## src/rtl/instr_encoder_loader_if.sv

```systemverilog
// Request/response bundle for instr_encoder_loader.
// Carries the instruction-field request handshake, the instruction-memory
// write port and the status outputs. master = requester/bench, slave = loader.
interface instr_encoder_loader_if #(
   parameter int IMEM_DEPTH = 64
);
   localparam int CW = $clog2(IMEM_DEPTH + 1);

   // request side
   logic          i_clear;
   logic          i_valid;
   logic          o_ready;
   logic [6:0]    i_opcode;
   logic [4:0]    i_rd;
   logic [4:0]    i_rs1;
   logic [4:0]    i_rs2;
   logic [2:0]    i_funct3;
   logic          i_funct7bit5;
   logic [11:0]   i_imm;

   // instruction-memory write port and status
   logic          o_imemWriteEn;
   logic [31:0]   o_imemAddr;
   logic [31:0]   o_imemWriteData;
   logic          o_illegal;
   logic          o_full;
   logic [CW-1:0] o_count;

   modport master (
      output i_clear, i_valid, i_opcode, i_rd, i_rs1, i_rs2,
             i_funct3, i_funct7bit5, i_imm,
      input  o_ready, o_imemWriteEn, o_imemAddr, o_imemWriteData,
             o_illegal, o_full, o_count
   );

   modport slave (
      input  i_clear, i_valid, i_opcode, i_rd, i_rs1, i_rs2,
             i_funct3, i_funct7bit5, i_imm,
      output o_ready, o_imemWriteEn, o_imemAddr, o_imemWriteData,
             o_illegal, o_full, o_count
   );
endinterface

```

## src/rtl/instr_encoder_loader.sv

```systemverilog
// Purpose : packs RV32I I(load)/S/R instruction fields into machine words and
//           writes them to consecutive word addresses of instruction memory.
// Latency : accept at edge N -> write strobe in cycle N+1 -> count updated after N+1.
// Backpr. : o_ready low while writing or full; a pending request waits upstream.
// Ports   : i_clk, i_arst_n (async active-low); bus (slave) carries the
//           request fields + valid/ready, i_clear, the imem write port
//           (strobe/byte address/data) and illegal/full/count status.
module instr_encoder_loader #(
   parameter int IMEM_DEPTH = 64
) (
   input  logic                  i_clk,
   input  logic                  i_arst_n,
   instr_encoder_loader_if.slave bus
);

   localparam int PW = $clog2(IMEM_DEPTH);
   localparam int CW = $clog2(IMEM_DEPTH + 1);

   localparam logic [6:0]    OP_I    = 7'b0000011;
   localparam logic [6:0]    OP_S    = 7'b0100011;
   localparam logic [6:0]    OP_R    = 7'b0110011;
   localparam logic [CW-1:0] DEPTH_C = CW'(IMEM_DEPTH);

   typedef enum logic [1:0] {
      S_IDLE  = 2'd0,
      S_WRITE = 2'd1,
      S_FULL  = 2'd2
   } state_e;

   state_e          state_q, state_d;
   logic [PW-1:0]   ptr_q,   ptr_d;
   logic [CW-1:0]   cnt_q,   cnt_d;
   logic [31:0]     word_q,  word_d;
   logic            ill_q,   ill_d;

   logic [31:0]     enc;
   logic            legal;
   logic [CW-1:0]   cnt_inc;

   assign cnt_inc = cnt_q + CW'(1);

   // Field packing; fields a format does not use simply never reach the word.
   always_comb begin
      enc   = 32'h0;
      legal = 1'b0;
      case (bus.i_opcode)
         OP_I: begin
            legal = 1'b1;
            enc   = {bus.i_imm, bus.i_rs1, bus.i_funct3, bus.i_rd, bus.i_opcode};
         end
         OP_S: begin
            legal = 1'b1;
            enc   = {bus.i_imm[11:5], bus.i_rs2, bus.i_rs1, bus.i_funct3,
                     bus.i_imm[4:0], bus.i_opcode};
         end
         OP_R: begin
            legal = 1'b1;
            enc   = {1'b0, bus.i_funct7bit5, 5'b0, bus.i_rs2, bus.i_rs1,
                     bus.i_funct3, bus.i_rd, bus.i_opcode};
         end
         default: begin
            legal = 1'b0;
            enc   = 32'h0;
         end
      endcase
   end

   // State register. Reset is asynchronous so a write in flight is dropped at once.
   always_ff @(posedge i_clk or negedge i_arst_n) begin
      if (!i_arst_n) begin
         state_q <= S_IDLE;
         ptr_q   <= '0;
         cnt_q   <= '0;
         word_q  <= 32'h0;
         ill_q   <= 1'b0;
      end else begin
         state_q <= state_d;
         ptr_q   <= ptr_d;
         cnt_q   <= cnt_d;
         word_q  <= word_d;
         ill_q   <= ill_d;
      end
   end

   // Next-state logic.
   always_comb begin
      state_d = state_q;
      ptr_d   = ptr_q;
      cnt_d   = cnt_q;
      word_d  = word_q;
      ill_d   = 1'b0;
      case (state_q)
         S_IDLE: begin
            if (bus.i_clear) begin
               // clear wins over a simultaneous request: nothing accepted
               ptr_d = '0;
               cnt_d = '0;
            end else if (bus.i_valid) begin
               if (legal) begin
                  // word is captured only on a legal accept, so the data
                  // output holds its last value between strobes
                  word_d  = enc;
                  state_d = S_WRITE;
               end else begin
                  ill_d = 1'b1;
               end
            end
         end
         S_WRITE: begin
            if (bus.i_clear) begin
               // the strobe of this cycle still lands at the old address
               ptr_d   = '0;
               cnt_d   = '0;
               state_d = S_IDLE;
            end else begin
               cnt_d = cnt_inc;
               if (cnt_inc == DEPTH_C) begin
                  // pointer is left on the last slot rather than wrapping
                  state_d = S_FULL;
               end else begin
                  ptr_d   = ptr_q + PW'(1);
                  state_d = S_IDLE;
               end
            end
         end
         S_FULL: begin
            if (bus.i_clear) begin
               ptr_d   = '0;
               cnt_d   = '0;
               state_d = S_IDLE;
            end
         end
         default: begin
            state_d = S_IDLE;
         end
      endcase
   end

   // Outputs: all from registers except the i_clear term of o_ready.
   always_comb begin
      bus.o_ready         = (state_q == S_IDLE) && !bus.i_clear;
      bus.o_imemWriteEn   = (state_q == S_WRITE);
      bus.o_imemAddr      = 32'(ptr_q) << 2;
      bus.o_imemWriteData = word_q;
      bus.o_illegal       = ill_q;
      bus.o_full          = (state_q == S_FULL);
      bus.o_count         = cnt_q;
   end

endmodule

```

## src/flat_wrapper.sv

```systemverilog
// flat-port wrapper written by rule: the top's interface ports become plain ports
module instr_encoder_loader_flat 
#(
   parameter int IMEM_DEPTH = 64
)
  (i_clk, i_arst_n, bus_i_clear, bus_i_valid, bus_i_opcode, bus_i_rd, bus_i_rs1, bus_i_rs2, bus_i_funct3, bus_i_funct7bit5, bus_i_imm, bus_o_ready, bus_o_imemWriteEn, bus_o_imemAddr, bus_o_imemWriteData, bus_o_illegal, bus_o_full, bus_o_count);
  instr_encoder_loader_if #(.IMEM_DEPTH(IMEM_DEPTH)) bus_i ();
  input  logic i_clk;
  input  logic i_arst_n;
  input wire logic [$bits(bus_i.i_clear)-1:0] bus_i_clear;
  input wire logic [$bits(bus_i.i_valid)-1:0] bus_i_valid;
  input wire logic [$bits(bus_i.i_opcode)-1:0] bus_i_opcode;
  input wire logic [$bits(bus_i.i_rd)-1:0] bus_i_rd;
  input wire logic [$bits(bus_i.i_rs1)-1:0] bus_i_rs1;
  input wire logic [$bits(bus_i.i_rs2)-1:0] bus_i_rs2;
  input wire logic [$bits(bus_i.i_funct3)-1:0] bus_i_funct3;
  input wire logic [$bits(bus_i.i_funct7bit5)-1:0] bus_i_funct7bit5;
  input wire logic [$bits(bus_i.i_imm)-1:0] bus_i_imm;
  output wire logic [$bits(bus_i.o_ready)-1:0] bus_o_ready;
  output wire logic [$bits(bus_i.o_imemWriteEn)-1:0] bus_o_imemWriteEn;
  output wire logic [$bits(bus_i.o_imemAddr)-1:0] bus_o_imemAddr;
  output wire logic [$bits(bus_i.o_imemWriteData)-1:0] bus_o_imemWriteData;
  output wire logic [$bits(bus_i.o_illegal)-1:0] bus_o_illegal;
  output wire logic [$bits(bus_i.o_full)-1:0] bus_o_full;
  output wire logic [$bits(bus_i.o_count)-1:0] bus_o_count;
  assign bus_i.i_clear = bus_i_clear;
  assign bus_i.i_valid = bus_i_valid;
  assign bus_i.i_opcode = bus_i_opcode;
  assign bus_i.i_rd = bus_i_rd;
  assign bus_i.i_rs1 = bus_i_rs1;
  assign bus_i.i_rs2 = bus_i_rs2;
  assign bus_i.i_funct3 = bus_i_funct3;
  assign bus_i.i_funct7bit5 = bus_i_funct7bit5;
  assign bus_i.i_imm = bus_i_imm;
  assign bus_o_ready = bus_i.o_ready;
  assign bus_o_imemWriteEn = bus_i.o_imemWriteEn;
  assign bus_o_imemAddr = bus_i.o_imemAddr;
  assign bus_o_imemWriteData = bus_i.o_imemWriteData;
  assign bus_o_illegal = bus_i.o_illegal;
  assign bus_o_full = bus_i.o_full;
  assign bus_o_count = bus_i.o_count;
  instr_encoder_loader #(.IMEM_DEPTH(IMEM_DEPTH)) u_core (.i_clk(i_clk), .i_arst_n(i_arst_n), .bus(bus_i));
endmodule
```

## config.mk

```make
export PLATFORM = sky130hd
export DESIGN_NAME = instr_encoder_loader_flat
export DESIGN_NICKNAME = d
export VERILOG_FILES = /design/src/rtl/instr_encoder_loader_if.sv /design/src/rtl/instr_encoder_loader.sv /design/src/flat_wrapper.sv
export SDC_FILE = /design/constraint.sdc
export NUM_CORES = 1
export LEC_CHECK = 0
export ABC_AREA = 1
export CAP_MARGIN = 40
export CORE_MARGIN = 3
export CORE_UTILIZATION = 54
export CTS_CLUSTER_SIZE = 25
export DETAILED_ROUTE_END_ITERATION = 10
export DONT_BUFFER_PORTS = 1
export HOLD_SLACK_MARGIN = 0.03
export MAX_ROUTING_LAYER = met4
export PLACE_DENSITY = 0.8
export SLEW_MARGIN = 15
export SYNTH_ARGS = -nofsm -noshare
export SYNTH_HDL_FRONTEND = slang
export SYNTH_SLANG_ARGS = --single-unit
```

## constraint.sdc

```tcl
create_clock -name i_clk -period 4.1 [get_ports i_clk]
set_input_delay 1.025 -clock i_clk [delete_from_list [all_inputs] [get_ports i_clk]]
set_output_delay 1.025 -clock i_clk [all_outputs]
set_load 0.01 [all_outputs]
```

Yosys cells after proc, flatten, opt, wreduce, memory -nomap -nowiden
Cells that the tools add are included.
Storage, ports and cells
  input port bits: 42
  bits in registers: 48
  output and inout bits: 75
  logic and storage cells: 50
Cells by class
  muxes and demuxes: 20
  equal/unequal tests: 12
  bitwise gates (word level): 1
  reduce and logical (&&, ||, !) cells: 10
  add/sub/neg operators: 2
Operators with widths (number)
  $pmux 32 s3: 1
  $mux 6: 3
  $eq 7x6->1 const B: 2
  $mux 7: 2
  $pmux 7 s2: 1
  $mux 2: 6
  $pmux 6 s2: 1
  $reduce_and 4->1: 2
  $add 7x1->7 const B: 1
  $eq 7x2->1 const B: 1
  $eq 7x7->1 const B: 1
  $add 6x1->6 const B: 1
  $ne 2x2->1 const B: 3
  $pmux 2 s3: 1
  $mux 1: 5
  $ne 2x1->1 const B: 2
  $ne 3x3->1 const B: 1
  $reduce_and 3->1: 1
  $reduce_or 3->1: 1
  $eq 2x1->1 const B: 1
  $eq 2x2->1 const B: 1
  $logic_not 2->1: 1
  $reduce_and 2->1: 1
  $reduce_bool 2->1: 1
  4 further kinds: 4

Logic depth before layout (Yosys ltp)
  depth after elaboration: 7
  gate-level depth with buffers: 11
  mapped depth without buffers: 11

Least setup slack after synthesis
OpenSTA, ideal clock, no wires.
  path type: input port to output port
  start point: input port bus_i_clear
  end point: output port bus_o_ready
  stages on the path: 1
  data required time: 3.075 ns
  path buffers: 0
  slack: 1.888 ns
  arrival: 1.187 ns
  cells stage by stage: nor2_2
On the way
  cells in the longest elaborated chain, start to end: 2
RTL lines
  start: declaration: line flat_wrapper.sv:10  | input wire logic [$bits(bus_i.i_clear)-1:0] bus_i_clear;
  $logic_not 1->1: line instr_encoder_loader.sv:141  | bus.o_ready = (state_q == S_IDLE) && !bus.i_clear;
  $logic_and 1x1->1: line instr_encoder_loader.sv:141
  end: declaration: line flat_wrapper.sv:19  | output wire logic [$bits(bus_i.o_ready)-1:0] bus_o_ready;
No other way between the ends.

Worst setup path in the final report
Same ends and word-level chain as after synthesis.

==> flow_summary_export.csv <==
group,metric,value,unit
outcome,status,"finished clean",
yosys,synth.top_cells.by_area,"dfrtp_1 48%, nand2_1 14%, buf_4 8.4%, nor2_1 3.6%, inv_1 3.1%",
sta,clock_skew,0.00426,ns
global_route,grt_usage,20.0,%
worst_setup_path,end_kind,"primary output",
clocking,clk_pin_slew_worst_paths,0.08,ns
worst_setup_path,cp-start-kind,"input pin",
clocking,clockBufferDepth,2,
die,core_region_area,0.00441,mm2
power,seq_power_share,60.5,%
worst_setup_path,slowest_stage,"nor2_2",
worst_setup_path,r2r_slack,2.32,ns
global_route,overflow,0,
worst_setup_path,critPathBufInv,0,
clocking,cts_tree,"yes",
yosys,synth_top_cell_by_area,"dfrtp_1",
clocking,cts_sinks,48,
place,gp_congestion,0.891,
power,comb_power_share,6.3,%
global_route,grt.busiest_layer,"met2",
sta,tns,0,ns
sta,setup_violations,0,
worst_setup_path,cp_max_fo,2,
layout,instances_no_fill,352,
yosys,syn_area_per_cell,8.38,um2
clocking,ctsResizeCount,0,
die,die_h,74.2,um
yosys,synth.distinct_cells,30,
layout,postLayoutCellArea,0.00251,mm2
routing,drt-total-wl,4.98,mm
place,dp.cells,345,
power,p_clk_share,33.2,%
layout,diodes,0,
layout,area_growth,-0.0000795,%
power,irDropWorstVdd,175,uV
die,die_x,74.2,um
power,netSwitchingFraction,24.8,%
clocking,cts_inserted_buffers,5,
yosys,synth_top_area_share,47.8,%
yosys,yosysMostFrequentCell,"nand2_1",
power,p_int,0.675,mW
place,io_buffers,0,
yosys,synthArstFlopShare,100,%
clocking,htree_num_levels,2,
clocking,worstSkewPairLatency,0.29,ns
sta,final.setup.worst_slack,1.87,ns
power,power.density,357,mW/mm2
yosys,syn_area,0.00251,mm2
run,max-cap-violations,0,
clocking,ctsRootBufferMaster,"clkbuf_8",
routing,via_per_inst,5.30,
yosys,yosysSeqAreaShare,47.8,%
routing,drtIter0Drc,67,
global_route,grt_use_met1,24.7,%
global_route,grt_pass1_vias,1821,
worst_setup_path,crit_type,"input pin to primary output",
sta,hold_violations,0,
die,ioPinCount,117,
routing,drcViolationCount,0,
routing,drtPass1Iterations,6,
yosys,yosys-top-cells-count,"96 x nand2_1, 48 x dfrtp_1, 28 x buf_4",
routing,drt-wirelength-per-cell,14.1,um
place,dp_worst_setup_slack,1.77,ns
layout,fin_nets,345,
worst_setup_path,arrival,1.20,ns
worst_setup_path,r2r-start,"u_core.state_q[0]",
global_route,met2_usage,31.9,%
sta,hold_slack,0.414,ns
worst_setup_path,slowest_delay,0.18,ns
clocking,hold_buffers,0,
place,postPlaceCellArea,0.00242,mm2
yosys,synth_edf_count,0,
sta,drv_slew,0,
power,power.total,0.897,mW
sta,period_share,54.3,%
layout,fin_util,57.0,%
layout,drive_gt1_share,8.67,%
global_route,grt_first_pass_wirelength,8.25,mm
worst_setup_path,cp_top_family,"simple AND/OR/NAND/NOR gates",
sta,fmax,0.449,GHz
clocking,cts_setup_buffers,0,
sta,rsz0062_at_grt,"false",
yosys,synthCells,300,
sta,min_period,2.23,ns
place,dp_hpwl,3.72,mm
die,rows,24,
routing,drtAntennaViolNets,0,
global_route,grt_antenna_before_repair,0,
worst_setup_path,rr_worst_depth,9,
yosys,yosys_register_bits,48,
global_route,use_met3,5.81,%
yosys,ys_warn_count,0,
global_route,grt_max_degree,49,
die,die_area,0.00551,mm2
min_path,hold_path.class,"input pin to asynchronous set/reset pin",
worst_setup_path,r2r_end,"u_core.bus.o_imemWriteData[10]",
yosys,synth_top_flop_cell,"dfrtp_1",
worst_setup_path,cp_cell_sequence,"nor2_2",
worst_setup_path,critical_path_required,3.07,ns
die,start_util,57.0,%
power,p_switching,0.222,mW
power,p_leak,1.33,nW
routing,num_vias,1867,
-- worst max-delay path by stage --
| stage | depth (start not counted) | endpoint | slack, ns | startpoint |
|---|---|---|---|---|
| finish | 1 | bus_o_ready | 1.87 | bus_i_clear |
| floorplan | 1 | bus_o_ready | 1.89 | bus_i_clear |
| CTS | 1 | bus_o_ready | 1.87 | bus_i_clear |
| global route | 1 | bus_o_ready | 1.85 | bus_i_clear |
| global placement | 8 | u_core.bus.o_imemWriteData[10] | 1.85 | bus_i_opcode[0] |
| detailed placement | 8 | u_core.bus.o_imemWriteData[10] | 1.77 | bus_i_opcode[0] |
-- cells by family after synthesis --
family,share of synthesized area (%)
adder cells (fa/ha/maj),1.49
flip-flops,47.8
other,0.149
AO/OA/AOI/OAI,9.45
AND/OR/NAND/NOR,27.0
XOR/XNOR,0.348
buffers and inverters,13.8
-- routing by layer --
| layer | part of all wire (%) | wire length (um) |
|---|---|---|
| met3 | 9.1 | 451 |
| met2 | 49 | 2420 |
| met1 | 41 | 2070 |
| met4 | 0.92 | 46 |
| met5 | 0 | 0 |
-- sequential cells by signal, summed over array words and instances (netlist names) --
name                        cells
u_core.bus.o_count              7
u_core.state_q                  2
u_core.bus.o_illegal            1
u_core.ptr_q                    6
u_core.bus.o_imemWriteData     32
-- power by group through the flow --
| stage | sequential, mW | combinational, mW | clock, mW |
|---|---|---|---|
| 2_1_floorplan | 0.545 | 0.0691 | 0 |
| 3_3_place_gp | 0.553 | 0.0541 | 0 |
| 6_report | 0.543 | 0.0561 | 0.298 |
| 4_1_cts | 0.544 | 0.0563 | 0.307 |
| 5_1_grt | 0.548 | 0.0668 | 0.327 |
| 3_5_place_dp | 0.553 | 0.0564 | 0 |
-- layout by cell type, fill, tap and decap left out, drive strengths merged --
cell	count
nand2	102
dfrtp	48
nor2	28
conb	26
inv	24
nand3	16
o21ai	16
a21oi	10
clkbuf	7
a22o	6
nand4	3
ha	3
o21a	2
or2	2
nor3	2
o21bai	2
nor3b	1
o22ai	1
xnor2	1
-- area by class of cell --
class,count,area [um2]
flip-flops and latches,48,1200
well taps,52,65.1
clock buffers,7,96.3
multi-input cells,221,1060
inverters,24,92.6
fillers,397,1900
No activity file was read; power rests on OpenSTA's default activity.
